<file path="config.mk">
export PLATFORM = sky130hd
export DESIGN_NAME = nic_prop_pipe
export DESIGN_NICKNAME = d
export VERILOG_FILES = /design/src/rtl/nic_prop_pipe.sv
export SDC_FILE = /design/constraint.sdc
export NUM_CORES = 1
export LEC_CHECK = 0
export BUFFER_PORTS_ARGS = -buffer_cell sky130_fd_sc_hd__buf_2
export CAP_MARGIN = 0
export CORE_MARGIN = 2
export CORE_UTILIZATION = 30
export DETAILED_ROUTE_END_ITERATION = 6
export HOLD_SLACK_MARGIN = 0.1
export PLACE_DENSITY_LB_ADDON = 0.15
export SETUP_SLACK_MARGIN = 0.5
export SLEW_MARGIN = 20
export SYNTH_ARGS = -nofsm -noshare
export SYNTH_HDL_FRONTEND = slang
export SYNTH_SLANG_ARGS = --single-unit
</file>
<file path="constraint.sdc">
create_clock -name clk_i -period 2.35 [get_ports clk_i]
set_input_delay 0.47 -clock clk_i [delete_from_list [all_inputs] [get_ports clk_i]]
set_output_delay 0.47 -clock clk_i [all_outputs]
set_load 0.01 [all_outputs]
</file>
<file path="src/rtl/nic_prop_pipe.sv">
// nic_prop_pipe -- elastic network propagation pipe.
//
// Carries two independent channels, Packet (p) and IPacket (ip), through
// DEPTH skid-buffer stages each. Every stage registers its ready, so long
// NoC hops can be retimed without a combinational ready path.
//
// Parameters:
//   DEPTH  skid stages per channel (1..8); capacity is 2*DEPTH per channel
//   CNTW   width of the delivered-packet counters
//
// Ports:
//   clk_i, rst_ni                 clock, asynchronous active-low reset
//   p_valid_i/p_ready_o/packet_i  upstream Packet handshake + data
//   p_valid_o/p_ready_i/packet_o  downstream Packet handshake + data
//   ip_*                          same for IPacket
//   p_occ_o, ip_occ_o             entries currently held per chain
//   p_cnt_o, ip_cnt_o             saturating delivered counters
//
// Optional feature (macro NIC_PROP_PIPE_STATS_EN): when defined, p_cnt_o and
// ip_cnt_o count downstream transfers and saturate at 2^CNTW-1. When
// undefined the ports are tied to 0 and no counter flops exist.

package nic_pkg;
  typedef struct packed {
    logic [7:0]  src;
    logic [7:0]  dst;
    logic [15:0] data;
  } Packet;

  typedef struct packed {
    logic [3:0] src;
    logic [3:0] kind;
    logic [7:0] data;
  } IPacket;
endpackage

// One skid stage: main register feeds the output, skid register catches the
// beat accepted while downstream stalls (ready_o is a flop, so one beat can
// arrive after the stall is seen).
module nic_prop_skid #(
  parameter int W = 8
) (
  input  logic         clk_i,
  input  logic         rst_ni,
  input  logic         valid_i,
  output logic         ready_o,
  input  logic [W-1:0] data_i,
  output logic         valid_o,
  input  logic         ready_i,
  output logic [W-1:0] data_o
);
  localparam logic [1:0] EMPTY = 2'd0;
  localparam logic [1:0] BUSY  = 2'd1;
  localparam logic [1:0] FULL  = 2'd2;

  logic [1:0]   state_q, state_d;
  logic [W-1:0] main_q, skid_q;
  logic         in_xfer, out_xfer;

  assign in_xfer  = valid_i & ready_o;
  assign out_xfer = valid_o & ready_i;
  assign valid_o  = (state_q != EMPTY);
  assign data_o   = main_q;

  always_comb begin
    state_d = state_q;
    unique case (state_q)
      EMPTY: if (in_xfer) state_d = BUSY;
      BUSY: begin
        if (in_xfer && !out_xfer)      state_d = FULL;
        else if (!in_xfer && out_xfer) state_d = EMPTY;
      end
      FULL:    if (out_xfer) state_d = BUSY;
      default: state_d = EMPTY;
    endcase
  end

  always_ff @(posedge clk_i or negedge rst_ni) begin
    if (!rst_ni) begin
      state_q <= EMPTY;
      ready_o <= 1'b0;
      main_q  <= '0;
      skid_q  <= '0;
    end else begin
      state_q <= state_d;
      // ready for the next cycle is known from the next state alone
      ready_o <= (state_d != FULL);
      if (state_q == FULL) begin
        if (out_xfer) begin
          main_q <= skid_q;
          skid_q <= '0;
        end
      end else if (in_xfer) begin
        // BUSY with a stalled output parks the new beat in skid
        if (state_q == BUSY && !out_xfer) skid_q <= data_i;
        else                              main_q <= data_i;
      end
    end
  end
endmodule

module nic_prop_pipe #(
  parameter int DEPTH = 2,
  parameter int CNTW  = 16
) (
  input  logic                          clk_i,
  input  logic                          rst_ni,
  input  logic                          p_valid_i,
  output logic                          p_ready_o,
  input  nic_pkg::Packet                packet_i,
  output logic                          p_valid_o,
  input  logic                          p_ready_i,
  output nic_pkg::Packet                packet_o,
  input  logic                          ip_valid_i,
  output logic                          ip_ready_o,
  input  nic_pkg::IPacket               ipacket_i,
  output logic                          ip_valid_o,
  input  logic                          ip_ready_i,
  output nic_pkg::IPacket               ipacket_o,
  output logic [$clog2(2*DEPTH+1)-1:0]  p_occ_o,
  output logic [$clog2(2*DEPTH+1)-1:0]  ip_occ_o,
  output logic [CNTW-1:0]               p_cnt_o,
  output logic [CNTW-1:0]               ip_cnt_o
);
  localparam int PW  = $bits(nic_pkg::Packet);
  localparam int IPW = $bits(nic_pkg::IPacket);
  localparam int OW  = $clog2(2*DEPTH+1);

  if (DEPTH < 1 || DEPTH > 8) begin : g_depth_chk
    $error("nic_prop_pipe: DEPTH must be within 1..8");
  end

  // Index k is the link into stage k; index DEPTH is the pipe output.
  logic [DEPTH:0]           p_vld, p_rdy, ip_vld, ip_rdy;
  logic [DEPTH:0][PW-1:0]   p_dat;
  logic [DEPTH:0][IPW-1:0]  ip_dat;

  assign p_vld[0]      = p_valid_i;
  assign p_dat[0]      = packet_i;
  assign p_rdy[DEPTH]  = p_ready_i;
  assign p_ready_o     = p_rdy[0];
  assign p_valid_o     = p_vld[DEPTH];
  assign packet_o      = nic_pkg::Packet'(p_dat[DEPTH]);

  assign ip_vld[0]     = ip_valid_i;
  assign ip_dat[0]     = ipacket_i;
  assign ip_rdy[DEPTH] = ip_ready_i;
  assign ip_ready_o    = ip_rdy[0];
  assign ip_valid_o    = ip_vld[DEPTH];
  assign ipacket_o     = nic_pkg::IPacket'(ip_dat[DEPTH]);

  for (genvar k = 0; k < DEPTH; k++) begin : g_stage
    nic_prop_skid #(.W(PW)) u_p (
      .clk_i   (clk_i),
      .rst_ni  (rst_ni),
      .valid_i (p_vld[k]),
      .ready_o (p_rdy[k]),
      .data_i  (p_dat[k]),
      .valid_o (p_vld[k+1]),
      .ready_i (p_rdy[k+1]),
      .data_o  (p_dat[k+1])
    );
    nic_prop_skid #(.W(IPW)) u_ip (
      .clk_i   (clk_i),
      .rst_ni  (rst_ni),
      .valid_i (ip_vld[k]),
      .ready_o (ip_rdy[k]),
      .data_i  (ip_dat[k]),
      .valid_o (ip_vld[k+1]),
      .ready_i (ip_rdy[k+1]),
      .data_o  (ip_dat[k+1])
    );
  end

  logic p_in, p_out, ip_in, ip_out;
  assign p_in   = p_valid_i  & p_ready_o;
  assign p_out  = p_valid_o  & p_ready_i;
  assign ip_in  = ip_valid_i & ip_ready_o;
  assign ip_out = ip_valid_o & ip_ready_i;

  logic [OW-1:0] p_occ_q, ip_occ_q;

  always_ff @(posedge clk_i or negedge rst_ni) begin
    if (!rst_ni) begin
      p_occ_q  <= '0;
      ip_occ_q <= '0;
    end else begin
      if (p_in && !p_out)       p_occ_q <= p_occ_q + OW'(1);
      else if (!p_in && p_out)  p_occ_q <= p_occ_q - OW'(1);
      if (ip_in && !ip_out)     ip_occ_q <= ip_occ_q + OW'(1);
      else if (!ip_in && ip_out) ip_occ_q <= ip_occ_q - OW'(1);
    end
  end

  assign p_occ_o  = p_occ_q;
  assign ip_occ_o = ip_occ_q;

`ifdef NIC_PROP_PIPE_STATS_EN
  logic [CNTW-1:0] p_cnt_q, ip_cnt_q;

  always_ff @(posedge clk_i or negedge rst_ni) begin
    if (!rst_ni) begin
      p_cnt_q  <= '0;
      ip_cnt_q <= '0;
    end else begin
      if (p_out && !(&p_cnt_q))   p_cnt_q  <= p_cnt_q + CNTW'(1);
      if (ip_out && !(&ip_cnt_q)) ip_cnt_q <= ip_cnt_q + CNTW'(1);
    end
  end

  assign p_cnt_o  = p_cnt_q;
  assign ip_cnt_o = ip_cnt_q;
`else
  assign p_cnt_o  = '0;
  assign ip_cnt_o = '0;
`endif
endmodule

</file>
==> reports/qor.log <==
INFO  outcome        status=finished, final reports clean
INFO  global_route   global_route.usage.met3=0.0258
INFO  worst_setup_path r2r_start=g_stage[1].u_p.ready_o
INFO  global_route   grt.busiest_layer=met2
INFO  route          route.antenna.remaining_nets=0
INFO  power          power_per_cell_area=1450nW/um^2
INFO  sta            finalCritPeriodShare=0.766
INFO  yosys          synth_edf_count=0
INFO  die            die-area=34200squm
INFO  worst_setup_path endpoint=p_valid_o
INFO  worst_setup_path crit_family=flip-flops
INFO  cells_and_area num-nets-final=1118
INFO  power          total_power=17.5mW
INFO  global_route   wire_length_of_the_first_global_routing_pass=40100um
INFO  yosys          synth_top_area_share=0.535
INFO  yosys          synth.cells.most_frequent=nand2_1, dfrtp_1, o21ai_0, mux2i_1, o221a_2
INFO  clocking       clkSinkCount=210
INFO  worst_setup_path critical_path_class=register to output port
INFO  yosys          post_synth_num_cell_types=43
INFO  route          drt_iter0_markers=341
INFO  worst_setup_path number_of_stages_on_the_worst_setup_path=2
INFO  power          max-vdd-ir-drop=0.776mV
INFO  sta            report.final.hold_viol_count=0
INFO  worst_setup_path critical_path.reg2reg.endpoint=g_stage[0].u_p.data_o[5]
INFO  die            placementRows=66
INFO  die            die-width=185um
INFO  sta            hold_slack=0.182ns
INFO  global_route   grt_pass1_vias=6802
INFO  worst_setup_path path_cells=or2_4, buf_6
INFO  yosys          synth.largest_area_cell=dfrtp_1
INFO  global_route   groute.layer.met1.usage=0.208
INFO  route          routedWlPerCell=16.7um
INFO  route          totalWireLength=25400um
INFO  global_route   global_route.usage.met2=0.247
INFO  sta            max-slew-margin-rel=0.544
INFO  route          drt_first_pass_iters=4
INFO  cells_and_area layout-area-overhead-vs-synth=22.5%
INFO  worst_setup_path timing.critical_path.to_type=output port
INFO  yosys          synth_area_per_cell=10.5squm
INFO  yosys          postSynth.asyncResetShare=1.00
INFO  global_route   initial_antenna_violation_count=1
INFO  sta            max_freq=555MHz
INFO  sta            rsz0062_at_grt=true
INFO  cells_and_area filler_cell_count=3331
INFO  worst_setup_path cp.arrival=1.33ns
INFO  power          power.leakage=5.65nW
INFO  worst_setup_path timing.reg2reg.worst_path_depth=7
INFO  worst_setup_path worstSetupStartpointType=register
INFO  placed_design  globalplace.congestion=0.696
INFO  worst_setup_path critPathLaunch=g_stage[1].u_p.state_q[0]
INFO  clocking       clk_pin_slew_worst_paths=0.06ns
INFO  route          vias=6929
INFO  yosys          seq_area_frac_synth=0.535
INFO  worst_setup_path slowest_delay=0.40ns
INFO  clocking       cts_htree_levels=1
INFO  flow_run       cap_violations=0
INFO  cells_and_area post_route_cells_drive_above_1_share=0.294
INFO  die            initial_core_util=0.304
INFO  yosys          synth-seq-cells=210
INFO  yosys          top_reg_cell_synth=dfrtp_1
INFO  yosys          synthCells=933
INFO  sta            period_minus_slack=1.80ns
INFO  worst_setup_path timing.critical_path.buf_inv=1
INFO  worst_setup_path cp_data_required_time=1.88ns
INFO  yosys          synth.top_cells.by_area=dfrtp_1, nand2_1, mux2i_1
INFO  sta            finClkSkew=0.0339ns
INFO  sta            report.final.slew_viol_count=0
INFO  cells_and_area sequential_cell_area=5260squm
INFO  cells_and_area stdcell_area=12000squm
INFO  die            top_level_i_o_count=144
INFO  clocking       tritoncts=done
INFO  hold_path      hold_path_class=input pin to register
INFO  die            coreArea=32400squm
INFO  sta            tightestPinTransition=0.684ns
INFO  sta            report.final.setup_viol=0
INFO  cells_and_area area_used_by_multi_input_combinational_logic=4210squm
INFO  worst_setup_path cpMaxStageDelayCell=dfrtp_2
INFO  route          avgViaCountPerCell=4.56
INFO  global_route   grt_start_max_net_pins=65
INFO  placed_design  dp.final_hpwl=15000um
INFO  clocking       ctsLongestPathBuffers=3
INFO  yosys          most_frequently_used_cell_type_in_the_post_synthesis_netlist=nand2_1
INFO  clocking       worst_skew_pair.late_latency=0.53ns
INFO  placed_design  io_buffers=111
INFO  clocking       tritoncts.num_buffers=26
INFO  sta            fin_setup_tns=0ns
INFO  yosys          synth_warnings=0
INFO  yosys          syn-cell-area=9830squm
INFO  clocking       clockRootBuffer=clkbuf_16
INFO  global_route   grt.total_usage=0.151
INFO  worst_setup_path ff2ff_setup_slack=0.55ns
INFO  global_route   grt.overflow.total=0
INFO  placed_design  detailed_place.area=10800squm
INFO  route          drt_drc_violations_left=0
INFO  worst_setup_path crit_path_max_fanout=2
INFO  die            die_y=185um
## registers in the layout, indices dropped and copies added, names as in the netlist
signal,count
g_stage.u_p.skid_q,64
g_stage.u_ip.ready_o,2
ip_occ_o,3
p_occ_o,3
g_stage.u_ip.skid_q,32
g_stage.u_p.data_o,64
g_stage.u_p.ready_o,2
g_stage.u_ip.data_o,32
g_stage.u_ip.state_q,4
g_stage.u_p.state_q,4
## through the flow
stage	setup WS (ns)	std cells	utilization
detailed placement	0.187	1451	0.334
floorplan	0.505	964	-
finish	0.550	1521	0.372
global route	0.461	1521	0.372
CTS	0.466	1512	0.368
global placement	0.221	1451	0.334
## routing by layer
layer  routed length, um  vias to the layer above
met4                 423                        0
met2               12000                      128
met1               11900                     3383
li1                    -                     3392
met5                   0                        -
met3                1010                       26
## report_power, final
group | total, mW | switching [mW] | internal, mW | leakage (nW)
combinational | 6.96 | 3.39 | 3.57 | 2.67
clock | 3.93 | 1.58 | 2.35 | 0.420
sequential | 6.61 | 1.25 | 5.37 | 2.56
total | 17.5 | 6.22 | 11.3 | 5.65
## worst min path at each step
stage	depth (start not counted)	start	endpoint	slack, ns
final	2	ip_ready_i	g_stage[1].u_ip.state_q[1]	0.18
after detailed placement	1	rst_ni	g_stage[1].u_ip.data_o[0]	0.44
after floorplan	0	rst_ni	g_stage[0].u_ip.data_o[0]	0.17
after global routing	2	ip_ready_i	g_stage[1].u_ip.state_q[1]	0.17
after CTS	2	ip_ready_i	g_stage[1].u_ip.state_q[1]	0.15
after global placement	1	rst_ni	g_stage[1].u_ip.data_o[0]	0.45
## kinds of logic after synthesis
group	count (synthesis)	synth area share
AND/OR/NAND/NOR	327	0.133
XOR/XNOR	7	0.00624
AO/OA/AOI/OAI	180	0.138
adder cells (fa/ha/maj)	4	0.00662
other	1	0.000382
buffers and inverters	102	0.0607
flip-flops	210	0.535
multiplexers	102	0.120
## repair_timing
item / in CTS / in global routing
resized for setup: 11 / 11
gates cloned: 3 / 1
hold buffers: 1 / 0
setup endpoints to repair: 86 / 68
pin swaps: 4 / 5
hold endpoints to repair: 55 / 0
buffers inserted: 11 / 7
## worst register-to-register path, delay by kind of cell (launching register included)
kind,cells,cell delay [ns]
buffers and inverters,3,0.45
flip-flops,1,0.39
AND/OR/NAND/NOR,2,0.31
multiplexers,1,0.31
AO/OA/AOI/OAI,1,0.19
## cell usage in the layout (no fill, tap or decap), types with 4 or more instances in the layout
cell,count
a21oi_1,4
a22o_1,16
buf_12,8
buf_2,109
buf_4,33
buf_6,5
clkbuf_16,27
clkbuf_8,10
conb_1,32
dfrtp_1,205
dfrtp_2,5
inv_1,9
mux2_2,4
mux2_4,31
mux2i_1,67
nand2_1,295
nor2_1,11
o21ai_0,89
o21ai_1,9
o221a_2,47
xor2_1,4
## cell type report
| class | count | area share |
|---|---|---|
| multi-input combinational | 653 | 0.350 |
| clock inverter | 7 | 0.00489 |
| timing repair buffer | 160 | 0.0926 |
| tap | 442 | 0.0459 |
| sequential | 210 | 0.437 |
| clock buffer | 39 | 0.0664 |
| antenna | 1 | 0.000208 |
| inverter | 9 | 0.00281 |
Power figures use the tool's default switching activity.
